$ cat src/rtl/dcache_pkg.sv
// Shared constants, state encoding and address-field helpers for the
// direct-mapped write-back data cache.
package dcache_pkg;

    localparam int ADDR_W     = 8;
    localparam int DATA_W     = 8;
    localparam int LINES      = 8;
    localparam int LINE_BYTES = 4;
    localparam int TAG_W      = 3;
    localparam int IDX_W      = 3;
    localparam int OFF_W      = 2;

    typedef enum logic [2:0] {
        IDLE     = 3'd0,
        WB_ACC   = 3'd1,
        WB_GAP   = 3'd2,
        FILL_ACC = 3'd3,
        FILL_GAP = 3'd4,
        UPDATE   = 3'd5
    } state_t;

    function automatic logic [TAG_W-1:0] addr_tag(input logic [ADDR_W-1:0] a);
        return a[ADDR_W-1:IDX_W+OFF_W];
    endfunction

    function automatic logic [IDX_W-1:0] addr_idx(input logic [ADDR_W-1:0] a);
        return a[IDX_W+OFF_W-1:OFF_W];
    endfunction

    function automatic logic [OFF_W-1:0] addr_off(input logic [ADDR_W-1:0] a);
        return a[OFF_W-1:0];
    endfunction

endpackage

$ cat src/rtl/dcache_array.sv
// Tag/valid/dirty/data storage for the data cache: one combinational line
// read port, one byte-write port and one line-metadata update port.
module dcache_array
    import dcache_pkg::*;
(
    input  logic                              clock,
    input  logic                              reset,
    input  logic [IDX_W-1:0]                  i_rd_idx,
    output logic [TAG_W-1:0]                  o_rd_tag,
    output logic                              o_rd_valid,
    output logic                              o_rd_dirty,
    output logic [LINE_BYTES-1:0][DATA_W-1:0] o_rd_line,
    input  logic                              i_wr_en,
    input  logic [IDX_W-1:0]                  i_wr_idx,
    input  logic [OFF_W-1:0]                  i_wr_off,
    input  logic [DATA_W-1:0]                 i_wr_data,
    input  logic                              i_wr_set_dirty,
    input  logic                              i_upd_en,
    input  logic [IDX_W-1:0]                  i_upd_idx,
    input  logic [TAG_W-1:0]                  i_upd_tag
);

    logic [LINES-1:0]                  r_valid;
    logic [LINES-1:0]                  r_dirty;
    logic [TAG_W-1:0]                  r_tag  [LINES];
    logic [LINE_BYTES-1:0][DATA_W-1:0] r_data [LINES];

    // Valid/dirty metadata; the only storage cleared by reset.
    always_ff @(posedge clock or negedge reset) begin
        if (!reset) begin
            r_valid <= '0;
            r_dirty <= '0;
        end else if (i_upd_en) begin
            r_valid[i_upd_idx] <= 1'b1;
            r_dirty[i_upd_idx] <= 1'b0;
        end else if (i_wr_en && i_wr_set_dirty) begin
            r_dirty[i_wr_idx] <= 1'b1;
        end
    end

    // Tag and data arrays keep their contents across reset.
    always_ff @(posedge clock) begin
        if (i_upd_en) begin
            r_tag[i_upd_idx] <= i_upd_tag;
        end
        if (i_wr_en) begin
            r_data[i_wr_idx][i_wr_off] <= i_wr_data;
        end
    end

    // Combinational line read.
    always_comb begin
        o_rd_tag   = r_tag[i_rd_idx];
        o_rd_valid = r_valid[i_rd_idx];
        o_rd_dirty = r_dirty[i_rd_idx];
        o_rd_line  = r_data[i_rd_idx];
    end

endmodule

$ cat src/rtl/dcache_controller.sv
// Direct-mapped, write-back, write-allocate data cache between the CPU and a
// byte-wide data memory; misses write back a dirty line then fill byte by byte.
module dcache_controller
    import dcache_pkg::*;
(
    input  logic              clock,
    input  logic              reset,
    input  logic              read,
    input  logic              write,
    input  logic [ADDR_W-1:0] address,
    input  logic [DATA_W-1:0] writedata,
    output logic [DATA_W-1:0] readdata,
    output logic              busywait,
    output logic              mem_read,
    output logic              mem_write,
    output logic [ADDR_W-1:0] mem_address,
    output logic [DATA_W-1:0] mem_writedata,
    input  logic [DATA_W-1:0] mem_readdata,
    input  logic              mem_busywait
);

    state_t            r_state, w_next_state;
    logic [OFF_W-1:0]  r_cnt, w_next_cnt;
    logic              r_held, w_next_held;
    logic [TAG_W-1:0]  r_miss_tag, w_next_miss_tag;
    logic [IDX_W-1:0]  r_miss_idx, w_next_miss_idx;

    logic                              w_req;
    logic                              w_idle;
    logic                              w_hit;
    logic [IDX_W-1:0]                  w_rd_idx;
    logic [TAG_W-1:0]                  w_rd_tag;
    logic                              w_rd_valid;
    logic                              w_rd_dirty;
    logic [LINE_BYTES-1:0][DATA_W-1:0] w_rd_line;
    logic                              w_wr_en;
    logic [OFF_W-1:0]                  w_wr_off;
    logic [DATA_W-1:0]                 w_wr_data;
    logic                              w_wr_set_dirty;
    logic                              w_upd_en;

    // Read and write together count as no request.
    assign w_req    = read ^ write;
    assign w_idle   = (r_state == IDLE);
    // While a miss is in flight the array is addressed by the latched miss index.
    assign w_rd_idx = w_idle ? addr_idx(address) : r_miss_idx;
    assign w_hit    = w_rd_valid && (w_rd_tag == addr_tag(address));

    dcache_array u_array (
        .clock          (clock),
        .reset          (reset),
        .i_rd_idx       (w_rd_idx),
        .o_rd_tag       (w_rd_tag),
        .o_rd_valid     (w_rd_valid),
        .o_rd_dirty     (w_rd_dirty),
        .o_rd_line      (w_rd_line),
        .i_wr_en        (w_wr_en),
        .i_wr_idx       (w_rd_idx),
        .i_wr_off       (w_wr_off),
        .i_wr_data      (w_wr_data),
        .i_wr_set_dirty (w_wr_set_dirty),
        .i_upd_en       (w_upd_en),
        .i_upd_idx      (r_miss_idx),
        .i_upd_tag      (r_miss_tag)
    );

    // CPU-side handshake: stall and hit data are combinational, forced low in reset.
    always_comb begin
        busywait = reset && w_req && !(w_idle && w_hit);
        if (reset && read && !write && w_idle && w_hit) begin
            readdata = w_rd_line[addr_off(address)];
        end else begin
            readdata = {DATA_W{1'b0}};
        end
    end

    // State, byte counter and latched miss address.
    always_ff @(posedge clock or negedge reset) begin
        if (!reset) begin
            r_state    <= IDLE;
            r_cnt      <= 2'd0;
            r_held     <= 1'b0;
            r_miss_tag <= 3'd0;
            r_miss_idx <= 3'd0;
        end else begin
            r_state    <= w_next_state;
            r_cnt      <= w_next_cnt;
            r_held     <= w_next_held;
            r_miss_tag <= w_next_miss_tag;
            r_miss_idx <= w_next_miss_idx;
        end
    end

    // Next-state, array write controls and memory requests (from registers only).
    always_comb begin
        w_next_state    = r_state;
        w_next_cnt      = r_cnt;
        w_next_held     = r_held;
        w_next_miss_tag = r_miss_tag;
        w_next_miss_idx = r_miss_idx;
        w_wr_en         = 1'b0;
        w_wr_off        = 2'd0;
        w_wr_data       = 8'd0;
        w_wr_set_dirty  = 1'b0;
        w_upd_en        = 1'b0;
        mem_read        = 1'b0;
        mem_write       = 1'b0;
        mem_address     = 8'd0;
        mem_writedata   = 8'd0;
        case (r_state)
            IDLE: begin
                w_next_cnt  = 2'd0;
                w_next_held = 1'b0;
                if (w_req && w_hit) begin
                    if (write) begin
                        w_wr_en        = 1'b1;
                        w_wr_off       = addr_off(address);
                        w_wr_data      = writedata;
                        w_wr_set_dirty = 1'b1;
                    end else begin
                        w_wr_en = 1'b0;
                    end
                end else if (w_req) begin
                    w_next_miss_tag = addr_tag(address);
                    w_next_miss_idx = addr_idx(address);
                    w_next_state    = w_rd_dirty ? WB_ACC : FILL_ACC;
                end else begin
                    w_next_state = IDLE;
                end
            end
            WB_ACC: begin
                mem_write     = 1'b1;
                mem_address   = {w_rd_tag, r_miss_idx, r_cnt};
                mem_writedata = w_rd_line[r_cnt];
                w_next_held   = 1'b1;
                // Completion needs one full cycle of request before memory ready counts.
                if (r_held && !mem_busywait) begin
                    w_next_state = WB_GAP;
                    w_next_held  = 1'b0;
                end else begin
                    w_next_state = WB_ACC;
                end
            end
            WB_GAP: begin
                w_next_cnt = r_cnt + 2'd1;
                if (r_cnt == 2'd3) begin
                    w_next_state = FILL_ACC;
                end else begin
                    w_next_state = WB_ACC;
                end
            end
            FILL_ACC: begin
                mem_read    = 1'b1;
                mem_address = {r_miss_tag, r_miss_idx, r_cnt};
                w_next_held = 1'b1;
                if (r_held && !mem_busywait) begin
                    w_wr_en      = 1'b1;
                    w_wr_off     = r_cnt;
                    w_wr_data    = mem_readdata;
                    w_next_state = FILL_GAP;
                    w_next_held  = 1'b0;
                end else begin
                    w_next_state = FILL_ACC;
                end
            end
            FILL_GAP: begin
                w_next_cnt = r_cnt + 2'd1;
                if (r_cnt == 2'd3) begin
                    w_next_state = UPDATE;
                end else begin
                    w_next_state = FILL_ACC;
                end
            end
            UPDATE: begin
                w_upd_en     = 1'b1;
                w_next_state = IDLE;
            end
            default: begin
                w_next_state = IDLE;
            end
        endcase
    end

endmodule

$ cat config.mk
export PLATFORM = sky130hd
export DESIGN_NAME = dcache_controller
export DESIGN_NICKNAME = d
export VERILOG_FILES = /design/src/rtl/dcache_pkg.sv /design/src/rtl/dcache_array.sv /design/src/rtl/dcache_controller.sv
export SDC_FILE = /design/constraint.sdc
export NUM_CORES = 1
export LEC_CHECK = 0
export ABC_AREA = 1
export CAP_MARGIN = 20
export CORE_AREA = 3 3 128 179
export DETAILED_ROUTE_END_ITERATION = 7
export DIE_AREA = 0 0 131 182
export GPL_ROUTABILITY_DRIVEN = 0
export PLACE_DENSITY = 0.78
export SKIP_LAST_GASP = 1
export SLEW_MARGIN = 40
export SYNTH_ARGS = -nofsm -noshare
export SYNTH_HDL_FRONTEND = slang
export SYNTH_SLANG_ARGS = --single-unit
export TNS_END_PERCENT = 30
$ cat constraint.sdc
create_clock -name clock -period 4.2 [get_ports clock]
set_input_delay 0.63 -clock clock [delete_from_list [all_inputs] [get_ports clock]]
set_output_delay 0.63 -clock clock [all_outputs]
set_load 0.01 [all_outputs]
==> metrics.md <==
| Metric | Value |
|---|---|
| Final setup vio count | 2 |
| Antenna violations before repair | 0 |
| All-layer global routing usage | 29.4% |
| Most frequent cell after synthesis | edfxtp_1 |
| Chip Width | 131 um |
| Hold WC Path Type | reg2reg |
| Core ar. | approximately 21,000 sq um |
| Worst Tran Pin Value | 754 ps |
| Wire length per cell | 23.5 um |
| N_diodes | 0 |
| Hold Fails Final Rpt | 0 |
| # fillers | 1,341 |
| Crit path to | readdata[1] |
| Post-place instance area | between 10,000 and 15,000 sq um |
| WS Path Type | reg2out |
| Vias in the first global route | 9,021 |
| Register bit total from synthesis | 308 |
| Slew HR | 49.6% |
| Max Fclk | roughly 0.23 GHz |
| Status | complete, but fails checks |
| Avg Inst Size Synth | 12.4 sq um |
| Post-synth EDFFs | 280 |
| Grt ovf | 0 |
| Syn Nets | 1,055 |
| Post-synth top area cell | edfxtp_1 |
| Max incr delay on CP | 590 ps |
| CTS tree | done |
| Worst r2r path cells | 19 |
| Yosys cell types | 41 |
| DP Worst Slack | 6.72 ps |
| DRC Markers | 0 |
| Final Cycle Share | 103% |
| Crit path launch type | register |
| Crit-path cells | nor2_8, nand3_1, nand2_4, nor2_1, inv_1, buf_12, buf_4, o22ai_1, nor2_1, nand3_1, nand3_1, nand2_1, nor2_1, clkdlybuf4s50_1 |
| Pin count of the biggest net entering global routing | 35 |
| Initial core utilization | 59.6% |
| R2R Path End | u_array.r_data[7][0]$_DFFE_PP_ |
| Leak pwr | 5.78 nW |
| Crit-path slowest cell | clkdlybuf4s50_1 |
| Synth Flop Type | edfxtp_1 |
| Total of max-cap violations | 0 |
| Skew-Pair Late Insertion Delay | 550 ps |
| PD cells | 703 nW/um^2 |
| Via Count | approximately 9,200 |
| Area growth from synthesis to layout | 20.6% |
| Detail Placement HPWL | between 20,000 and 25,000 um |
| Setup TNS | -135 ps |
| Design Area, Final | ~15,000 sq um |
| Reg-to-reg critical path startpoint | r_state[1]$_DFFE_PN0P_ |
| CP arrival | 3680 ps |
| Max-slew violation count | 0 |
| Fraction of layout instances using a drive strength above 1 | ~16% |
| Die area | around 24,000 sq um |
| Htree depth | 1 |
| Reg2reg setup slack | 840 ps |
| Seq/Total Area, Yosys | 71.6% |
| Top area cells in the synthesized netlist | edfxtp_1, dfrtp_1, nand2_1 |
| Crit path from | r_state[1]$_DFFE_PN0P_ |
| Clk sink count | roughly 310 |
| Detail Route Antenna Nets | 0 |
| Total power | approximately 0.011 W |
| Clock transition at the registers of the reported paths | approximately 60 ps |
| Drt total wl | around 35,000 um |
| RSZ-0062 raised after global routing | true |
| Worst vdd ir | 438 uV |
| # nets final | 1,188 |
| YS warnings | 0 |
| Crit Path Max Fanout | 29 |
| Max clock buf depth | 3 |
| Clock root buffer | clkbuf_16 |
| First-pass GRT wire length | 52,200 um |
| CP Data Required Time | around 3600 ps |
| Floorplan row count | 63 |
| Post-synth top cells | edfxtp_1, nand2_1, nor2_1 |
| Post-Syn Instances | approximately 1,000 |
| Vias per cell | between 6 and 7 |
| DRT iter0 DRCs | 1,084 |
| IO Pins | 56 |
| Mapped cell area | 12,700 sq um |
| Max Clock Skew | 18.8 ps |
| Drt first pass iters | 6 |
| Hold buffers post-CTS | 0 |
| Die H | 182 um |
| PnR worst setup slack | -111 ps |
| IO buf count | 55 |
| TritonCTS buffer count | 28 |
| Final worst path period need | roughly 4300 ps |
| Failing checks | negative setup slack |
| Async SR Flop Fraction | 9.09% |
| Crit. End Element | output pin |
| Yosys top cell area share | 66.1% |
## kinds of logic (layout without fill, tap and decap cells)
family | Yosys count | in the layout | share of synthesized area [%]
flops | 308 | 308 | 71.6
fa+ha+maj | 1 | 1 | 0.0983
compound gates | 174 | 174 | 8.74
simple gates | 427 | 427 | 15.9
buf+inv | 115 | 270 | 3.62
## power breakdown
group	internal [W]	switching, W
logic	0.00153	0.00288
registers	0.00353	0.000120
clock network	0.00163	0.00108
total	0.00670	0.00408
## routing by layer
layer	wire length [um]	global-route usage [%]	up-vias
li1	-	-	4001
met2	17100	48.6	633
met1	11900	36.4	4384
met3	3400	5.39	139
met4	2120	15.9	0
met5	0	0	-
## critical path, delay by kind of cell (launching register included)
family	cells	cell delay, ps
AO/OA/AOI/OAI	1	60
AND/OR/NAND/NOR	9	1560
buffers and inverters	4	1040
flip-flops	1	460
## how the worst min path moves through the flow
stage / start / cells after the start / to / slack [ps]
final: u_array.r_valid[6]$_DFFE_PN0P_ / 2 / u_array.r_valid[6]$_DFFE_PN0P_ / 460
after global routing: u_array.r_valid[2]$_DFFE_PN0P_ / 2 / u_array.r_valid[2]$_DFFE_PN0P_ / 480
after CTS: u_array.r_valid[6]$_DFFE_PN0P_ / 2 / u_array.r_valid[6]$_DFFE_PN0P_ / 450
after detailed placement: u_array.r_valid[4]$_DFFE_PN0P_ / 2 / u_array.r_valid[4]$_DFFE_PN0P_ / 440
after global placement: u_array.r_valid[0]$_DFFE_PN0P_ / 2 / u_array.r_valid[0]$_DFFE_PN0P_ / 430
after floorplan: reset / 0 / r_cnt[0]$_DFFE_PN0P_ / 330
## sequential cells by signal (all words and copies together), names as in the netlist
signal / flops
u_array.r_data: 256
u_array.r_tag: 24
u_array.r_dirty: 8
u_array.r_valid: 8
r_miss_idx: 3
r_miss_tag: 3
r_state: 3
r_cnt: 2
r_held: 1
## stage by stage
| step | hold slack [ps] | util, % | std cells |
|---|---|---|---|
| 6_report | 456 | 71.8 | 1472 |
| 5_1_grt | 481 | 71.8 | 1472 |
| 4_1_cts | 453 | 71.5 | 1471 |
| 3_5_place_dp | 437 | 66.8 | 1419 |
| 3_3_place_gp | 433 | 66.8 | 1419 |
| 2_1_floorplan | 334 | - | 1025 |
## placed cells by master, fill, tap and decap left out, types with 8 or more instances in the layout
cell type	count
dfrtp_1	27
clkdlybuf4s50_1	50
edfxtp_1	280
buf_12	11
o22ai_1	96
buf_4	75
o21ai_0	17
nand3_1	61
nor2_1	127
nand4_1	18
nor3_2	10
inv_1	69
o211ai_1	15
nand2_1	165
clkbuf_16	29
o21ai_2	8
## timing repair
item,4_1_cts,5_1_grt
pin swaps,0,1
gates resized for setup,6,18
endpoints found under the setup margin,9,17
cloned,0,0
buffers inserted,0,1
endpoints found under the hold margin,0,0
## final cells by class
type,instances,area (sq um),area share (%)
multi-input cells,602,3240,21.1
clock inverters,18,243,1.58
repair buffers,142,1350,8.83
flip-flops and latches,308,9110,59.4
well taps,292,365,2.38
clock buffers,34,744,4.85
inverters,76,285,1.86
Note: power is estimated with default switching activity, not from simulation.
